## src/rtl/wb_machine_timer_pkg.sv

```systemverilog
// Shared register map, bus/register enums and write-merge helper for the machine timer.
package wb_machine_timer_pkg;

  localparam logic [31:0] TIMER_MTIME_LO    = 32'h00;
  localparam logic [31:0] TIMER_MTIME_HI    = 32'h04;
  localparam logic [31:0] TIMER_MTIMECMP_LO = 32'h08;
  localparam logic [31:0] TIMER_MTIMECMP_HI = 32'h0C;
  localparam logic [31:0] TIMER_CTRL        = 32'h10;

  localparam int unsigned TIMER_CTRL_ENABLE = 0;

  typedef enum logic [2:0] {
    REG_MTIME_LO,
    REG_MTIME_HI,
    REG_MTIMECMP_LO,
    REG_MTIMECMP_HI,
    REG_CTRL,
    REG_NONE
  } reg_sel_e;

  typedef enum logic [1:0] {
    BUS_IDLE,
    BUS_ACK,
    BUS_ERR
  } bus_state_e;

  function automatic reg_sel_e decode_reg(input logic [31:0] byte_off);
    reg_sel_e r;
    case (byte_off)
      TIMER_MTIME_LO:    r = REG_MTIME_LO;
      TIMER_MTIME_HI:    r = REG_MTIME_HI;
      TIMER_MTIMECMP_LO: r = REG_MTIMECMP_LO;
      TIMER_MTIMECMP_HI: r = REG_MTIMECMP_HI;
      TIMER_CTRL:        r = REG_CTRL;
      default:           r = REG_NONE;
    endcase
    return r;
  endfunction

  function automatic logic [31:0] merge_lanes(input logic [31:0] old_w,
                                              input logic [31:0] new_w,
                                              input logic [3:0]  sel);
    logic [31:0] r;
    r = old_w;
    for (int unsigned i = 0; i < 4; i++) begin
      if (sel[i]) r[8*i +: 8] = new_w[8*i +: 8];
    end
    return r;
  endfunction

endpackage

```

## src/rtl/wb_machine_timer_prescaler.sv

```systemverilog
// Divides clk_i by PRESCALE: one-cycle tick every PRESCALE enabled cycles; frozen while disabled.
module timer_prescaler #(
  parameter int unsigned PRESCALE = 1
) (
  input  logic clk_i,
  input  logic rst_i,
  input  logic enable,
  output logic tick
);

  localparam int unsigned CW = (PRESCALE > 1) ? $clog2(PRESCALE) : 1;
  localparam logic [CW-1:0] LAST = CW'(PRESCALE - 1);

  logic [CW-1:0] count_q, count_d;

  assign tick = enable && (count_q == LAST);

  always_comb begin
    count_d = count_q;
    if (enable) count_d = tick ? '0 : count_q + 1'b1;
  end

  always_ff @(posedge clk_i or posedge rst_i) begin
    if (rst_i) count_q <= '0;
    else       count_q <= count_d;
  end

endmodule

```

## src/rtl/wb_machine_timer.sv

```systemverilog
// RISC-V machine timer (mtime/mtimecmp) behind a Wishbone classic slave with 1-cycle ack/err.
// Reading MTIME_LO snapshots the upper half so a following MTIME_HI read is coherent.
module wb_machine_timer
  import wb_machine_timer_pkg::*;
#(
  parameter int unsigned PRESCALE  = 1,
  parameter int unsigned ADDR_BITS = 5
) (
  input  logic        clk_i,
  input  logic        rst_i,
  input  logic [31:0] dat_i,
  output logic [31:0] dat_o,
  input  logic [31:0] adr_i,
  input  logic [3:0]  sel_i,
  input  logic        we_i,
  input  logic        stb_i,
  input  logic        cyc_i,
  output logic        ack_o,
  output logic        err_o,
  input  logic        timer_interrupt_enable,
  output logic        timer_interrupt
);

  bus_state_e  state_q, state_d;
  logic [63:0] mtime_q, mtime_d;
  logic [63:0] mtimecmp_q, mtimecmp_d;
  logic [31:0] hi_latch_q, hi_latch_d;
  logic [31:0] dat_q, dat_d;
  logic        enable_q, enable_d;
  logic        pending_q;
  logic        tick;
  logic        req;
  logic [31:0] byte_off;
  reg_sel_e    reg_sel;
  logic        unused_adr;

  // Upper address bits are decoded by the interconnect.
  assign unused_adr = ^adr_i;
  assign byte_off   = 32'(adr_i[ADDR_BITS-1:0]) & ~32'd3;
  assign reg_sel    = decode_reg(byte_off);

  assign req   = cyc_i && stb_i && (state_q == BUS_IDLE);
  assign ack_o = (state_q == BUS_ACK);
  assign err_o = (state_q == BUS_ERR);
  assign dat_o = dat_q;

  assign timer_interrupt = pending_q && timer_interrupt_enable;

  timer_prescaler #(
    .PRESCALE(PRESCALE)
  ) u_prescaler (
    .clk_i  (clk_i),
    .rst_i  (rst_i),
    .enable (enable_q),
    .tick   (tick)
  );

  // A software write to either mtime half overrides that cycle's increment entirely.
  always_comb begin
    state_d    = BUS_IDLE;
    mtime_d    = tick ? mtime_q + 64'd1 : mtime_q;
    mtimecmp_d = mtimecmp_q;
    enable_d   = enable_q;
    hi_latch_d = hi_latch_q;
    dat_d      = dat_q;
    if (req) begin
      if (reg_sel == REG_NONE) begin
        state_d = BUS_ERR;
        if (!we_i) dat_d = '0;
      end else begin
        state_d = BUS_ACK;
        if (we_i) begin
          case (reg_sel)
            REG_MTIME_LO:    mtime_d = {mtime_q[63:32], merge_lanes(mtime_q[31:0], dat_i, sel_i)};
            REG_MTIME_HI:    mtime_d = {merge_lanes(mtime_q[63:32], dat_i, sel_i), mtime_q[31:0]};
            REG_MTIMECMP_LO: mtimecmp_d[31:0]  = merge_lanes(mtimecmp_q[31:0], dat_i, sel_i);
            REG_MTIMECMP_HI: mtimecmp_d[63:32] = merge_lanes(mtimecmp_q[63:32], dat_i, sel_i);
            REG_CTRL:        if (sel_i[0]) enable_d = dat_i[TIMER_CTRL_ENABLE];
            default:         ;
          endcase
        end else begin
          case (reg_sel)
            REG_MTIME_LO: begin
              dat_d      = mtime_q[31:0];
              hi_latch_d = mtime_q[63:32];
            end
            REG_MTIME_HI:    dat_d = hi_latch_q;
            REG_MTIMECMP_LO: dat_d = mtimecmp_q[31:0];
            REG_MTIMECMP_HI: dat_d = mtimecmp_q[63:32];
            REG_CTRL: begin
              dat_d = '0;
              dat_d[TIMER_CTRL_ENABLE] = enable_q;
            end
            default:         dat_d = '0;
          endcase
        end
      end
    end
  end

  always_ff @(posedge clk_i or posedge rst_i) begin
    if (rst_i) begin
      state_q    <= BUS_IDLE;
      mtime_q    <= '0;
      mtimecmp_q <= '1;
      enable_q   <= 1'b1;
      hi_latch_q <= '0;
      dat_q      <= '0;
      pending_q  <= 1'b0;
    end else begin
      state_q    <= state_d;
      mtime_q    <= mtime_d;
      mtimecmp_q <= mtimecmp_d;
      enable_q   <= enable_d;
      hi_latch_q <= hi_latch_d;
      dat_q      <= dat_d;
      pending_q  <= (mtime_q >= mtimecmp_q);
    end
  end

endmodule

```

## config.mk

```make
export PLATFORM = sky130hd
export DESIGN_NAME = wb_machine_timer
export DESIGN_NICKNAME = d
export VERILOG_FILES = /design/src/rtl/wb_machine_timer_pkg.sv /design/src/rtl/wb_machine_timer_prescaler.sv /design/src/rtl/wb_machine_timer.sv
export SDC_FILE = /design/constraint.sdc
export NUM_CORES = 1
export LEC_CHECK = 0
export CORE_ASPECT_RATIO = 0.7
export CORE_MARGIN = 8
export CORE_UTILIZATION = 50
export DETAILED_ROUTE_END_ITERATION = 8
export PLACE_DENSITY = 0.74
export SYNTH_ARGS = -nofsm -noshare
export SYNTH_HDL_FRONTEND = slang
export SYNTH_SLANG_ARGS = --single-unit
export TNS_END_PERCENT = 10
```

## constraint.sdc

```tcl
create_clock -name clk_i -period 9.3 [get_ports clk_i]
set_input_delay 0.93 -clock clk_i [delete_from_list [all_inputs] [get_ports clk_i]]
set_output_delay 0.93 -clock clk_i [all_outputs]
set_load 0.01 [all_outputs]
```

==> impl_metrics.env, run 1 <==
export IMPL_status="complete, no violations"
export IMPL_clk_latency_ns=0.46
export IMPL_hold_buffers=0
export IMPL_drt_wl_total_um=35500
export IMPL_gp_congestion=0.890
export IMPL_synth_xor_area_share_pct=0.226
export IMPL_worstSetupPathType="in2reg"
export IMPL_syn_area_per_cell_sq_um=9.64
export IMPL_power_per_cell_area_nw_per_um2=199
export IMPL_cts_sinks=197
export IMPL_yosys_warnings=0
export IMPL_htreeDepth=4
export IMPL_vias=10300
export IMPL_grt_usage_pct=25.2
export IMPL_post_route_period_util_pct=43.8
export IMPL_grt_overflow_total=0
export IMPL_rows=46
export IMPL_rsz0062_at_grt="no"
export IMPL_maxCapViolCount=0
export IMPL_power_frac_clock_pct=29.3
export IMPL_p_sw_share_pct=34.3
export IMPL_start_kind="primary input"
export IMPL_synthAdderAreaFrac_pct=6.99
export IMPL_setup_viol=0
export IMPL_setup_tns_ns=0
export IMPL_numPortBuffers=79
export IMPL_cts_made_buffers=17
export IMPL_grt_max_degree=121
export IMPL_postCtsSetupBuffers=0
export IMPL_relSlewSlack_pct=21.5
export IMPL_postRouteAntennaNets=0
export IMPL_antenna_found_initial=0
export IMPL_synth_cells=1206
export IMPL_clk_pin_slew_ns=0.08
export IMPL_die_h_um=144
export IMPL_min_period_ns=4.08
export IMPL_synth_fp_nets=1345
export IMPL_regArea_sq_um=5010
export IMPL_seqPwrFrac_pct=46.5
export IMPL_design_area_sq_um=13300
export IMPL_p_int_w=0.00173
export IMPL_ys_seq_area_share_pct=43.1
export IMPL_p_switching_w=0.000905
export IMPL_hold_violations=0
export IMPL_clockBufferDepth=2
export IMPL_core_sq_um=22700
export IMPL_area_growth_syn_to_layout_pct=14.2
export IMPL_drive_above_1_share_pct=17.8
export IMPL_dp_hpwl_um=24400
export IMPL_hold_depth=2
export IMPL_multiInputGateArea_sq_um=6100
export IMPL_grt_pass1_wl_um=56200
export IMPL_cts_tree="yes"
export IMPL_synth_top_family_by_area="compound AO/OA/AOI/OAI gates"
export IMPL_drc=0
export IMPL_crit_path_end_kind="flip-flop"
export IMPL_tightestPinTransition_ns=1.17
export IMPL_drt_iter0_markers=1324
export IMPL_start_util_pct=51.1
export IMPL_leakage_nw=5.26
export IMPL_async_flop_share_pct=100
export IMPL_cts_resized=0
export IMPL_finish_net_count=1393
export IMPL_n_antenna_cell=0
export IMPL_arrival_ns=4.37
export IMPL_finalMaxSlewViolations=0
export IMPL_peakVddDrop_mv=0.136
export IMPL_final_cell_mix="dfrtp_1, mux2_2, nor2_1"
export IMPL_dieArea_sq_um=28500
export IMPL_synth_area_sq_um=11600
export IMPL_fmax_mhz=245
export IMPL_yosys_area_share_simple_pct=14.9
export IMPL_fillCellCount=1935
export IMPL_yosys_cell_types_count=76
export IMPL_power_frac_comb_pct=24.2
export IMPL_avgRoutedWirePerCell_um=22.5
export IMPL_reg2reg_depth=8
export IMPL_min_delay_path_class="reg2reg"
export IMPL_grt_pass1_vias=10000
export IMPL_synth_seq_cells=197
export IMPL_die_width_um=198
export IMPL_synth_mux_area_share_pct=9.29
export IMPL_vias_per_cell=6.53
export IMPL_ios=109
export IMPL_required_ns=9.59
export IMPL_crit_fanout=20
export IMPL_layout_commonest_cell="dfrtp_1"
export IMPL_postPlaceCellArea_sq_um=12700
export IMPL_finClkSkew_ns=0.0144
export IMPL_drt_pass1_iterations=5
export IMPL_synth_edf_count=0
export IMPL_cts_root_buffer="clkbuf_16"
export IMPL_ys_flop_type="dfrtp_1"
export IMPL_synth_compound_area_share_pct=20.8
==> cells by family after synthesis <==
| family | after synthesis |
|---|---|
| xor+xnor | 3 |
| fa+ha+maj | 65 |
| buf+inv | 141 |
| mux | 96 |
| compound gates | 364 |
| flops | 197 |
| simple gates | 340 |
==> registers in the layout, indices dropped and copies added (netlist names) <==
| register | cells |
|---|---|
| mtimecmp_q | 64 |
| pending_q | 1 |
| enable_q | 1 |
| dat_o | 32 |
| mtime_q | 64 |
| hi_latch_q | 32 |
| state_q | 2 |
| u_prescaler.count_q | 1 |
==> cells in the mapped netlist (12+ instances only) <==
cell | number | area, sq um
o21a_1 | 12 | 90.1
mux2_2 | 95 | 1070
a21oi_1 | 74 | 370
clkbuf_1 | 49 | 184
dfstp_2 | 65 | 1710
nor2_1 | 94 | 353
a31oi_1 | 41 | 257
o21ai_0 | 64 | 320
a22oi_1 | 71 | 533
and3_1 | 20 | 125
nand2_1 | 80 | 300
ha_1 | 65 | 813
nand3_1 | 40 | 200
dfrtp_1 | 132 | 3300
inv_1 | 80 | 300
nand4_1 | 25 | 156
nor3_1 | 20 | 100
==> critical path, stage by stage <==
cell and delay (ns):
clkdlybuf4s50_1 0.95, nor3b_4 0.93, nand3_1 0.42, o21ai_1 0.89
o22ai_1 0.24
==> per-layer routing <==
layer  wire, um  GRT usage, %  up-vias
met5          0             0        -
met4        627          6.74        0
met3       3380          5.00       54
met2      14900          36.3      538
met1      16500          37.6     5126
li1           -             -     4598
==> metrics by stage <==
| step | utilization [%] | power (W) | setup WS [ns] | hold WS [ns] | instances |
|---|---|---|---|---|---|
| floorplan | - | 0.00158 | 3.11 | 0.468 | 1206 |
| CTS | 58.4 | 0.00264 | 5.36 | 0.496 | 1579 |
| global route | 58.4 | 0.00278 | 4.91 | 0.525 | 1579 |
| global placement | 55.8 | 0.00183 | 4.94 | 0.477 | 1547 |
| detailed placement | 55.8 | 0.00186 | 4.88 | 0.485 | 1547 |
| finish | 58.4 | 0.00264 | 5.22 | 0.494 | 1579 |
==> power by group through the flow <==
stage / sequential [W] / combinational, W / clock, W
after CTS: 0.00122 / 0.000635 / 0.000782
after global routing: 0.00125 / 0.000712 / 0.000815
after floorplan: 0.00118 / 0.000400 / 0
after detailed placement: 0.00124 / 0.000624 / 0
after global placement: 0.00123 / 0.000604 / 0
final: 0.00123 / 0.000638 / 0.000773
==> layout make-up <==
class | instances | share of cell area, %
Sequential cell | 197 | 37.7
Clock buffer | 18 | 3.31
Multi-Input combinational cell | 868 | 45.9
Clock inverter | 14 | 1.21
Inverter | 80 | 2.32
Tap cell | 312 | 2.94
Timing Repair Buffer | 90 | 6.58
==> path summary, 6_finish.rpt <==
check                                from        endpoint  slack (ns)
setup / recovery                 adr_i[2]     mtime_q[37]        5.22
hold / removal             mtimecmp_q[46]  mtimecmp_q[46]        0.49
setup reg to reg               state_q[0]     mtime_q[28]        5.89
hold reg to reg            mtimecmp_q[46]  mtimecmp_q[46]        0.49
max in group asynchronous           rst_i   hi_latch_q[3]        6.80
min in group asynchronous           rst_i       dat_o[18]        1.04
Power figures use the tool's default switching activity.
==> inputs of run 2 (changes only) <==
Clock period 9.3 ns to 4.17 ns, I/O delays scaled along.
==> impl_metrics.env, run 2 (synthesis results as in run 1) <==
export IMPL_status="complete, no violations"
export IMPL_rsz0062_at_grt="no"
export IMPL_fillCellCount=1906
export IMPL_p_sw_share_pct=33.4
export IMPL_die_width_um=198
export IMPL_finClkSkew_ns=0.0126
export IMPL_grt_max_degree=74
export IMPL_cts_made_buffers=17
export IMPL_start_kind="flip-flop"
export IMPL_startpoint="mtime_q[6]"
export IMPL_finish_net_count=1405
export IMPL_multiInputGateArea_sq_um=6100
export IMPL_cts_resized=0
export IMPL_power_per_cell_area_nw_per_um2=438
export IMPL_drt_pass1_iterations=8
export IMPL_instances_no_fill=1591
export IMPL_route_met3_wl_um=3470
export IMPL_layout_commonest_cell="dfrtp_1"
export IMPL_wl_met1_um=16300
export IMPL_cts_tree="yes"
export IMPL_p_switching_w=0.00196
export IMPL_rows=46
export IMPL_post_route_period_util_pct=73.4
export IMPL_totalPowerFinal_w=0.00587
export IMPL_clockBufferDepth=2
export IMPL_postCtsSetupBuffers=0
export IMPL_setup_tns_ns=0
export IMPL_regArea_sq_um=5010
export IMPL_finalMaxSlewViolations=0
export IMPL_tightestPinTransition_ns=0.986
export IMPL_whs_ns=0.497
export IMPL_biggestRegsByFlops="mtime_q (64), mtimecmp_q (64)"
export IMPL_final_cell_mix="dfrtp_1, mux2_2, nor2_1"
export IMPL_arrival_ns=3.40
export IMPL_power_frac_comb_pct=24.5
export IMPL_required_ns=4.51
export IMPL_cts_root_buffer="clkbuf_16"
export IMPL_fmax_mhz=327
export IMPL_postRouteAntennaNets=0
export IMPL_peakVddDrop_mv=0.309
export IMPL_drt_iter0_markers=1185
export IMPL_dieArea_sq_um=28500
export IMPL_leakage_nw=5.32
export IMPL_hold_violations=0
export IMPL_worstSetupPathType="reg2reg"
export IMPL_relSlewSlack_pct=33.9
export IMPL_clk_latency_ns=0.45
export IMPL_grt_overflow_total=0
export IMPL_met2RoutedLength_um=14500
export IMPL_rr_startpoint="mtime_q[6]"
export IMPL_setup_viol=0
export IMPL_power_frac_clock_pct=29.1
export IMPL_dp_hpwl_um=25000
export IMPL_n_antenna_cell=0
export IMPL_dp_cells=1559
export IMPL_drt_wl_total_um=34800
export IMPL_maxCapViolCount=0
export IMPL_vias=10300
export IMPL_drc=0
export IMPL_antenna_found_initial=0
export IMPL_seqPwrFrac_pct=46.4
export IMPL_p_int_w=0.00391
export IMPL_die_h_um=144
export IMPL_routed_top_layer="met4"
export IMPL_grt_pass1_vias=9721
export IMPL_htreeDepth=4
export IMPL_start_util_pct=51.1
export IMPL_gp_congestion=0.905
export IMPL_min_delay_path_class="reg2reg"
export IMPL_drive_above_1_share_pct=18.5
export IMPL_vias_per_cell=6.45
export IMPL_crit_path_end_kind="flip-flop"
export IMPL_grt_usage_pct=24.7
export IMPL_cts_sinks=197
export IMPL_ios=109
export IMPL_clk_pin_slew_ns=0.08
export IMPL_min_from="mtimecmp_q[14]"
export IMPL_crit_fanout=11
export IMPL_numPortBuffers=79
export IMPL_grt_pass1_wl_um=54900
export IMPL_hold_buffers=0
export IMPL_avgRoutedWirePerCell_um=21.9
export IMPL_area_growth_syn_to_layout_pct=15.3
export IMPL_min_period_ns=3.06
export IMPL_core_sq_um=22700
[run 2: power groups by stage]
stage	Clock (W)	Sequential, W	Combinational [W]
after floorplan	0	0.00264	0.000892
after global placement	0	0.00273	0.00137
after detailed placement	0	0.00274	0.00142
after CTS	0.00172	0.00271	0.00143
after global routing	0.00180	0.00277	0.00161
final	0.00171	0.00272	0.00144
[run 2: final cells by class]
| type | instances | share of cell area [%] |
|---|---|---|
| clock buffer | 18 | 3.20 |
| clock inverter | 14 | 1.24 |
| inverter | 80 | 2.27 |
| multi-input combinational | 868 | 45.5 |
| sequential | 197 | 37.4 |
| tap | 312 | 2.91 |
| timing repair buffer | 102 | 7.47 |
[run 2: worst paths after layout]
check / to / slack (ns) / depth (start not counted)
max: mtime_q[61] / 1.11 / 6
min: mtimecmp_q[14] / 0.50 / 2
max reg2reg: mtime_q[61] / 1.11 / 6
min reg2reg: mtimecmp_q[14] / 0.50 / 2
max in group asynchronous: mtimecmp_q[59] / 2.73 / 3
min in group asynchronous: hi_latch_q[21] / 0.52 / 2
[run 2: critical path, cell delays in order (launching register included)]
cell,delay [ns]
dfrtp_1,0.52
nand3_2,0.18
or4_4,0.60
nor3_2,0.81
nand4_1,0.32
o32ai_1,0.32
o21ba_2,0.19
[run 2: per-stage QoR]
step | cell area [sq um] | setup WS (ns) | util (%)
5_1_grt | 13400 | 0.994 | 58.9
3_5_place_dp | 12800 | 1.18 | 56.3
4_1_cts | 13400 | 1.23 | 58.9
2_1_floorplan | 11600 | 1.26 | -
3_3_place_gp | 12800 | 1.23 | 56.3
6_report | 13400 | 1.11 | 58.9
[run 2: layer usage]
layer,vias to the layer above,track usage (%)
li1,4643,-
met1,5016,37.0
met2,545,35.3
met3,65,5.56
met4,0,6.00
met5,-,0
